==> config.mk <==
export PLATFORM = sky130hd
export DESIGN_NAME = qspim_rx_fifo_flat
export DESIGN_NICKNAME = d
export VERILOG_FILES = /design/src/rtl/qspim_pkg.sv /design/src/rtl/qspim_rx_fifo_if.sv /design/src/rtl/qspim_fifo_mem.sv /design/src/rtl/qspim_rx_fifo.sv /design/src/flat_wrapper.sv
export SDC_FILE = /design/constraint.sdc
export NUM_CORES = 1
export LEC_CHECK = 0
export CAP_MARGIN = 20
export CORE_MARGIN = 2
export CORE_UTILIZATION = 40
export DETAILED_ROUTE_END_ITERATION = 6
export PLACE_DENSITY = 0.64
export SYNTH_ARGS = -nofsm -noshare
export SYNTH_HDL_FRONTEND = slang
export SYNTH_SLANG_ARGS = --single-unit
==> constraint.sdc <==
create_clock -name clk -period 8.8 [get_ports clk]
set_input_delay 1.76 -clock clk [delete_from_list [all_inputs] [get_ports clk]]
set_output_delay 1.76 -clock clk [all_outputs]
set_load 0.1 [all_outputs]
==> src/rtl/qspim_pkg.sv <==
// Shared QSPI master definitions: bus width, default receive-buffer depth
// and the receive-buffer entry layout.
package qspim_pkg;

    localparam int QSPIM_DW        = 32;
    localparam int QSPIM_RXF_DEPTH = 8;

    typedef struct packed {
        logic                last;
        logic [QSPIM_DW-1:0] data;
    } qspim_rxf_entry_t;

    // True when the free entries left at this occupancy are at or below the threshold.
    function automatic logic rxf_almost_full(input int unsigned occupancy,
                                             input int unsigned depth,
                                             input int unsigned afull_th);
        return (depth - occupancy) <= afull_th;
    endfunction

endpackage

==> src/rtl/qspim_rx_fifo_if.sv <==
// Write (shifter side) and read (bus side) handshakes of the QSPI receive buffer.
// master drives writes and consumes reads; slave is the buffer itself.
interface qspim_rx_fifo_if
    import qspim_pkg::*;
#(
    parameter int DW = QSPIM_DW
);

    logic [DW-1:0] wr_data;
    logic          wr_last;
    logic          wr_valid;
    logic          wr_ready;

    logic [DW-1:0] rd_data;
    logic          rd_last;
    logic          rd_valid;
    logic          rd_ready;

    modport master (
        output wr_data, wr_last, wr_valid, rd_ready,
        input  wr_ready, rd_data, rd_last, rd_valid
    );

    modport slave (
        input  wr_data, wr_last, wr_valid, rd_ready,
        output wr_ready, rd_data, rd_last, rd_valid
    );

endinterface

==> src/rtl/qspim_fifo_mem.sv <==
// DEPTH-entry register array for the receive buffer: synchronous write,
// asynchronous read so the head word falls through without a read cycle.
module qspim_fifo_mem
    import qspim_pkg::*;
#(
    parameter int DEPTH = QSPIM_RXF_DEPTH,
    parameter int AW    = $clog2(DEPTH)
) (
    input  logic             clk,
    input  logic             wr_en,
    input  logic [AW-1:0]    wr_addr,
    input  qspim_rxf_entry_t wr_entry,
    input  logic [AW-1:0]    rd_addr,
    output qspim_rxf_entry_t rd_entry
);

    qspim_rxf_entry_t mem [DEPTH];

    // NOTE: storage is deliberately not reset; entry validity is tracked by the
    // occupancy counter, so a never-written slot is never presented as valid.
    always_ff @(posedge clk) begin
        if (wr_en) begin
            mem[wr_addr] <= wr_entry;
        end
    end

    assign rd_entry = mem[rd_addr];

endmodule

==> src/rtl/qspim_rx_fifo.sv <==
// QSPI receive buffer: first-word-fall-through FIFO with last-word tags and sticky overflow.
// Define QSPIM_RX_FIFO_STATS_EN to build the max_level high-water-mark register.
module qspim_rx_fifo
    import qspim_pkg::*;
#(
    parameter int DW       = QSPIM_DW,
    parameter int DEPTH    = QSPIM_RXF_DEPTH,
    parameter int AFULL_TH = 2
) (
    input  logic                     clk,
    input  logic                     rst,
    input  logic                     flush,
    qspim_rx_fifo_if.slave           bus,
    output logic [$clog2(DEPTH):0]   level,
    output logic                     almost_full,
    output logic                     overflow_err,
    output logic [$clog2(DEPTH):0]   max_level
);

    localparam int          AW         = $clog2(DEPTH);
    localparam logic [AW:0] FULL_LEVEL = (AW+1)'(DEPTH);
    localparam logic [AW:0] LEVEL_ONE  = (AW+1)'(1);
    localparam logic [AW-1:0] PTR_ONE  = AW'(1);

    logic [AW-1:0]    wr_ptr;
    logic [AW-1:0]    rd_ptr;
    logic [AW:0]      level_next;
    logic             full;
    logic             empty;
    logic             wr_acc;
    logic             rd_acc;
    logic             wr_drop;
    logic [DW-1:0]    head_data;
    qspim_rxf_entry_t wr_entry;
    qspim_rxf_entry_t rd_entry;

    // Full and empty come from the occupancy count, so pointer equality is never ambiguous.
    assign full  = (level == FULL_LEVEL);
    assign empty = (level == '0);

    // Flush outranks both handshakes: nothing is accepted and no overflow is flagged.
    assign wr_acc  = bus.wr_valid && !full  && !flush;
    assign rd_acc  = bus.rd_ready && !empty && !flush;
    assign wr_drop = bus.wr_valid &&  full  && !flush;

    // NOTE: every variable assigned in always_comb gets a default first, so no
    // path leaves it unassigned and no latch is inferred.
    always_comb begin
        level_next = level;
        if (wr_acc && !rd_acc) begin
            level_next = level + LEVEL_ONE;
        end else if (rd_acc && !wr_acc) begin
            level_next = level - LEVEL_ONE;
        end
    end

    // NOTE: sequential state uses non-blocking assignments so every register
    // samples pre-edge values regardless of statement order.
    always_ff @(posedge clk) begin
        if (rst || flush) begin
            wr_ptr       <= '0;
            rd_ptr       <= '0;
            level        <= '0;
            overflow_err <= 1'b0;
        end else begin
            if (wr_acc) begin
                wr_ptr <= wr_ptr + PTR_ONE;
            end
            if (rd_acc) begin
                rd_ptr <= rd_ptr + PTR_ONE;
            end
            level <= level_next;
            if (wr_drop) begin
                overflow_err <= 1'b1;
            end
        end
    end

`ifdef QSPIM_RX_FIFO_STATS_EN
    always_ff @(posedge clk) begin
        if (rst || flush) begin
            max_level <= '0;
        end else if (level_next > max_level) begin
            max_level <= level_next;
        end
    end
`else
    assign max_level = '0;
`endif

    assign wr_entry = '{last: bus.wr_last, data: QSPIM_DW'(bus.wr_data)};

    qspim_fifo_mem #(
        .DEPTH (DEPTH),
        .AW    (AW)
    ) u_mem (
        .clk      (clk),
        .wr_en    (wr_acc),
        .wr_addr  (wr_ptr),
        .wr_entry (wr_entry),
        .rd_addr  (rd_ptr),
        .rd_entry (rd_entry)
    );

    assign head_data    = DW'(rd_entry.data);
    assign bus.rd_data  = head_data;
    assign bus.rd_last  = rd_entry.last;
    assign bus.rd_valid = !empty;
    assign bus.wr_ready = !full;
    assign almost_full  = rxf_almost_full(32'(level), DEPTH, AFULL_TH);

endmodule

==> src/flat_wrapper.sv <==
// flat-port wrapper written by rule: the top's interface ports become plain ports
module qspim_rx_fifo_flat import qspim_pkg::*;
#(
    parameter int DW       = QSPIM_DW,
    parameter int DEPTH    = QSPIM_RXF_DEPTH,
    parameter int AFULL_TH = 2
)
  (clk, rst, flush, level, almost_full, overflow_err, max_level, bus_wr_data, bus_wr_last, bus_wr_valid, bus_rd_ready, bus_wr_ready, bus_rd_data, bus_rd_last, bus_rd_valid);
  qspim_rx_fifo_if #(.DW(DW)) bus_i ();
  input  logic clk;
  input  logic rst;
  input  logic flush;
  output logic [$clog2(DEPTH):0] level;
  output logic almost_full;
  output logic overflow_err;
  output logic [$clog2(DEPTH):0] max_level;
  input wire logic [$bits(bus_i.wr_data)-1:0] bus_wr_data;
  input wire logic [$bits(bus_i.wr_last)-1:0] bus_wr_last;
  input wire logic [$bits(bus_i.wr_valid)-1:0] bus_wr_valid;
  input wire logic [$bits(bus_i.rd_ready)-1:0] bus_rd_ready;
  output wire logic [$bits(bus_i.wr_ready)-1:0] bus_wr_ready;
  output wire logic [$bits(bus_i.rd_data)-1:0] bus_rd_data;
  output wire logic [$bits(bus_i.rd_last)-1:0] bus_rd_last;
  output wire logic [$bits(bus_i.rd_valid)-1:0] bus_rd_valid;
  assign bus_i.wr_data = bus_wr_data;
  assign bus_i.wr_last = bus_wr_last;
  assign bus_i.wr_valid = bus_wr_valid;
  assign bus_i.rd_ready = bus_rd_ready;
  assign bus_wr_ready = bus_i.wr_ready;
  assign bus_rd_data = bus_i.rd_data;
  assign bus_rd_last = bus_i.rd_last;
  assign bus_rd_valid = bus_i.rd_valid;
  qspim_rx_fifo #(.DW(DW), .DEPTH(DEPTH), .AFULL_TH(AFULL_TH)) u_core (.clk(clk), .rst(rst), .flush(flush), .bus(bus_i), .level(level), .almost_full(almost_full), .overflow_err(overflow_err), .max_level(max_level));
endmodule
### Word level (Yosys, flattened, before mapping)

Memories as Yosys holds them, arrays and structs flattened. A register that Yosys moved wholly into a read port is not among the register bits.
Cells that the tools add are included.

* bits in registers: 11
* memory bits (writable): 264
* bits of input ports: 38
* output and inout bits: 45
* memories: 1

Memory list
* u_core.u_mem.mem: words 8, bits a word 33, read ports 1, clocked after memory_dff 1, write ports 1, line qspim_fifo_mem.sv:17 `qspim_rxf_entry_t mem [DEPTH];`

* add/subtract/negate cells: 5
* magnitude comparators: 1
* eq/ne operators: 1
* muxes and demuxes: 6
* reduce and logical (&&, ||, !) cells: 16

Operators by type and width (count)
* $le 32x2->1 const B: 1
* $logic_and 1x1->1: 8
* $mux 4: 2
* $add 3x1->3 const B: 2
* $mux 3: 2
* $logic_not 1->1: 5
* $sub 4x4->5 const A: 1
* $add 4x1->4 const B: 1
* $eq 4x4->1 const B: 1
* $logic_not 4->1: 1
* $sub 4x1->4 const B: 1
* $mux 1: 2
* $reduce_bool 2->1: 1
* $logic_or 1x1->1: 1

### Depth between registers and ports, before layout

* depth after elaboration: 8
* depth in mapped cells: 12
* gate-level depth less buffers: 12

### Hierarchy

Synthesis repeated with hierarchy kept, for this count alone.

* cell total of the unflattened synthesis: 470
* area total of the unflattened synthesis: 10662.7 sq um

By module, submodules not included
* qspim_fifo_mem: instances 1, cells an instance 394, area an instance 9979.6 sq um, sequential area each 7927.6 sq um
* qspim_rx_fifo: instances 1, cells an instance 76, area an instance 683.2 sq um, sequential area each 220.2 sq um

### Least setup slack after synthesis

No wires, ideal clock.

* kind: register to register
* start point: register u_core.level[0]
* end point: memory u_core.u_mem.mem[0][0] in the netlist's numbering (enable)
* setup time: 0.507 ns
* data arrival time: 5.764 ns
* data required time: 8.293 ns
* slack: 2.529 ns
* stages on the path, launching flop included: 6
* period minus slack after synthesis: 6.271 ns
* cell sequence: dfxtp_1 inv_1 ha_1 nand3b_1 nand3b_1 nor4_1

* cells in the longest elaborated chain, start to end: 6

Ends and longest elaborated chain
* start, declared: line qspim_rx_fifo.sv:14 `output logic [$clog2(DEPTH):0] level,`
* start signal, assigned: line qspim_rx_fifo.sv:72 `level <= level_next;`
* $eq 4x4->1: line qspim_rx_fifo.sv:38 `assign full = (level == FULL_LEVEL);`
* $logic_not 1->1
* named net bus_wr_ready: line flat_wrapper.sv:21 `output wire logic [$bits(bus_i.wr_ready)-1:0] bus_wr_ready;`
* $logic_and 1x1->1 (2 in a row): line qspim_rx_fifo.sv:42 `assign wr_acc = bus.wr_valid && !full && !flush;`
* $mux 1: line qspim_fifo_mem.sv:22 `if (wr_en) begin`
* $mux 1 (not written as such): line qspim_fifo_mem.sv:23 `mem[wr_addr] <= wr_entry;`
* end, declared: line qspim_fifo_mem.sv:17

The timed path passes the listed nets, and every way through them passes these cells.

==> flow_metrics.env <==
export IMPL_synthArstFlopShare=0
export IMPL_routed_wl_um=20400
export IMPL_muxShareOfSynthArea=0.175
export IMPL_core_area_mm2=0.0261
export IMPL_cp_cell_sequence="buf_4 -> mux4_2 -> mux2_2 -> clkdlybuf4s50_1"
export IMPL_p_total_w=0.00292
export IMPL_io_buffers=78
export IMPL_synth_top_family_by_area="multiplexers"
export IMPL_gp_congestion=0.698
export IMPL_synth_adder_area_share=0.0101
export IMPL_drv_slew=0
export IMPL_area_growth_pct=20.4
export IMPL_cts_tree="done"
export IMPL_vias=4908
export IMPL_cts_setup_buffers=0
export IMPL_via_per_inst=5.26
export IMPL_cts_buffers_inserted=28
export IMPL_relSlewSlack=0.318
export IMPL_reg2reg_depth=8
export IMPL_cts_buffer_depth=3
export IMPL_synth_xor_area_share=0.00574
export IMPL_violations="design-rule violations"
export IMPL_dp_hpwl_um=11400
export IMPL_cts_resized=0
export IMPL_fp_dieW_um=167
export IMPL_synth_main_ff_cell="edfxtp_1"
export IMPL_cts_htree_levels=1
export IMPL_hold_viol=0
export IMPL_yosys_area_share_simple=0.0187
export IMPL_end_kind="primary output"
export IMPL_avgSynthCellArea_um2=22.5
export IMPL_finClkSkew_ps=8.26
export IMPL_gr_usage_met2=0.250
export IMPL_yosysTopAreaCellShare=0.742
export IMPL_die_h_um=167
export IMPL_use_met1=0.201
export IMPL_synth_seq_cells=278
export IMPL_multi_input_area_mm2=0.00236
export IMPL_status="complete, but fails checks"
export IMPL_pin_count=83
export IMPL_cap_violations=0
export IMPL_initial_utilization=0.409
export IMPL_ctsHoldBuffers=0
export IMPL_wl_per_cell_um=21.9
export IMPL_cpPeakStageDelay_ps=980
export IMPL_rows=59
export IMPL_period_needed_ps=5660
export IMPL_fin_crit_sh=0.643
export IMPL_synthTopCellsByArea="edfxtp_1 (74%), mux4_2 (14%), mux2_2 (3.5%), dfxtp_1 (2.6%), ha_1 (0.82%)"
export IMPL_met3_usage=0.0293
export IMPL_die_area_mm2=0.0280
export IMPL_path_max_fanout=41
export IMPL_drt_iter0_markers=306
export IMPL_r2r_end="u_core.u_mem.mem[6][28]$_DFFE_PP_"
export IMPL_critPathLaunchType="flop"
export IMPL_crit_arrival_ps=3900
export IMPL_cts_sinks=278
export IMPL_antenna_found_initial=0
export IMPL_grt_max_degree=67
export IMPL_synth_warnings=0
export IMPL_min_path_type="reg -> reg"
export IMPL_fillers=2162
export IMPL_yosysUniqueCellTypes=33
export IMPL_crit_required_ps=7040
export IMPL_ir_worst_vdd_v=0.000124
export IMPL_rrSetupSlack_ps=5730
export IMPL_antenna_cells=0
export IMPL_grt_overflow=0
export IMPL_power_density_mw_per_mm2=227
export IMPL_clk_latency_ps=530
export IMPL_syn_area_mm2=0.0107
export IMPL_crit_type="reg -> out"
export IMPL_top_usage_layer="met2"
export IMPL_first_pass_iters=6
export IMPL_slowest_stage="clkdlybuf4s50_1"
export IMPL_synth_cells_most_frequent="edfxtp_1 (264), mux4_2 (66), mux2_2 (33), nor2_1 (16), dfxtp_1 (14)"
export IMPL_clk_pin_slew_ps=60
export IMPL_syn_inst=476
export IMPL_drc_errors=5
export IMPL_synth_top_cell_by_area="edfxtp_1"
export IMPL_root_buffer="clkbuf_16"
export IMPL_rsz0062_at_grt="no"
export IMPL_setup_tns_final_ps=0
export IMPL_rr_startpoint="u_core.level[0]$_SDFFE_PP0P_"
export IMPL_layout_nets=623
export IMPL_grt_pass1_wl_um=31500
export IMPL_fmax_mhz=177
export IMPL_synth_compound_area_share=0.00574
export IMPL_grt_pass1_vias=5306
export IMPL_grt_usage=0.148
export IMPL_setup_violations=0
export IMPL_p_leak_nw=3.99
export IMPL_endpoint="bus_rd_data[2]"
export IMPL_drive_gt1_frac=0.276
export IMPL_tightest_slew_ps=1020
export IMPL_synth_most_common_cell="edfxtp_1"
export IMPL_yosysSeqAreaShare=0.768
export IMPL_register_area_mm2=0.00822
export IMPL_synth_edf_count=264
export IMPL_postRouteAntennaNets=0
[how the worst min path moves through the flow]
stage / from / end / slack (ps) / cells after the start
detailed placement: u_core.overflow_err$_SDFFE_PP0P_ / u_core.overflow_err$_SDFFE_PP0P_ / 470 / 2
global placement: u_core.rd_ptr[1]$_SDFFE_PP0P_ / flop / 460 / 2
finish: u_core.overflow_err$_SDFFE_PP0P_ / u_core.overflow_err$_SDFFE_PP0P_ / 480 / 2
floorplan: u_core.rd_ptr[1]$_SDFFE_PP0P_ / flop / 450 / 2
CTS: u_core.overflow_err$_SDFFE_PP0P_ / u_core.overflow_err$_SDFFE_PP0P_ / 480 / 2
global route: u_core.overflow_err$_SDFFE_PP0P_ / u_core.overflow_err$_SDFFE_PP0P_ / 520 / 2
[kinds of logic after synthesis]
| family | Yosys count |
|---|---|
| compound gates | 10 |
| xor+xnor | 7 |
| fa+ha+maj | 8 |
| buf+inv | 31 |
| flops | 278 |
| mux | 100 |
| other cells | 1 |
| simple gates | 41 |
[cells in the final DEF, fill, tap and decap left out, drive strengths merged, types with 2 or more instances in the layout]
| cell | n |
|---|---|
| a21oi | 6 |
| inv | 6 |
| nand3b | 2 |
| nor2 | 16 |
| xnor2 | 3 |
| buf | 15 |
| nand2 | 6 |
| nand2b | 2 |
| nand3 | 4 |
| clkdlybuf4s50 | 78 |
| bufinv | 5 |
| ha | 7 |
| mux4 | 66 |
| dfxtp | 14 |
| clkbuf | 32 |
| mux2 | 33 |
| clkinv | 14 |
| nor3 | 4 |
| or2 | 2 |
| conb | 4 |
| edfxtp | 264 |
| xor2 | 4 |
[routing by layer]
layer / vias up / share of wire / wire length (µm)
met3: 20 / 0.058 / 1190
met1: 2585 / 0.43 / 8840
met2: 131 / 0.50 / 10100
met5: - / 0 / 0
li1: 2172 / - / -
met4: 0 / 0.013 / 263
[flip-flops by register name, summed over array words and instances, names as in the netlist, named ones only]
register / cells
u_core.u_mem.mem: 264
u_core.rd_ptr: 3
u_core.wr_ptr: 3
u_core.overflow_err: 1
u_core.level: 4
[worst max-delay path, delay by kind of cell (launching register included)]
family                 cells  cell delay [ps]
buffers and inverters      2             1740
DFF                        1              690
muxes                      2              920
[stage by stage]
step	utilization	instance area, µm²	cells	hold slack, ps	setup WS [ps]
finish	0.492	12900	933	479	3140
global route	0.492	12900	933	524	2860
global placement	0.456	11900	882	456	3600
CTS	0.492	12900	933	482	3020
detailed placement	0.456	11900	882	469	3590
floorplan	-	10700	479	449	2530
[power by group]
| part | switching, W | total (W) | internal (W) |
|---|---|---|---|
| logic | 0.000162 | 0.000237 | 0.0000747 |
| registers | 0.00000874 | 0.00147 | 0.00146 |
| clock network | 0.000468 | 0.00121 | 0.000742 |
[final cells by class]
class	count	area share
Clock inverter	19	0.0166
Timing Repair Buffer	93	0.0694
Multi-Input combinational cell	170	0.184
Clock buffer	32	0.0573
Tap cell	335	0.0326
Sequential cell	278	0.639
Inverter	6	0.00175
Note: power is estimated with default switching activity, not from simulation.
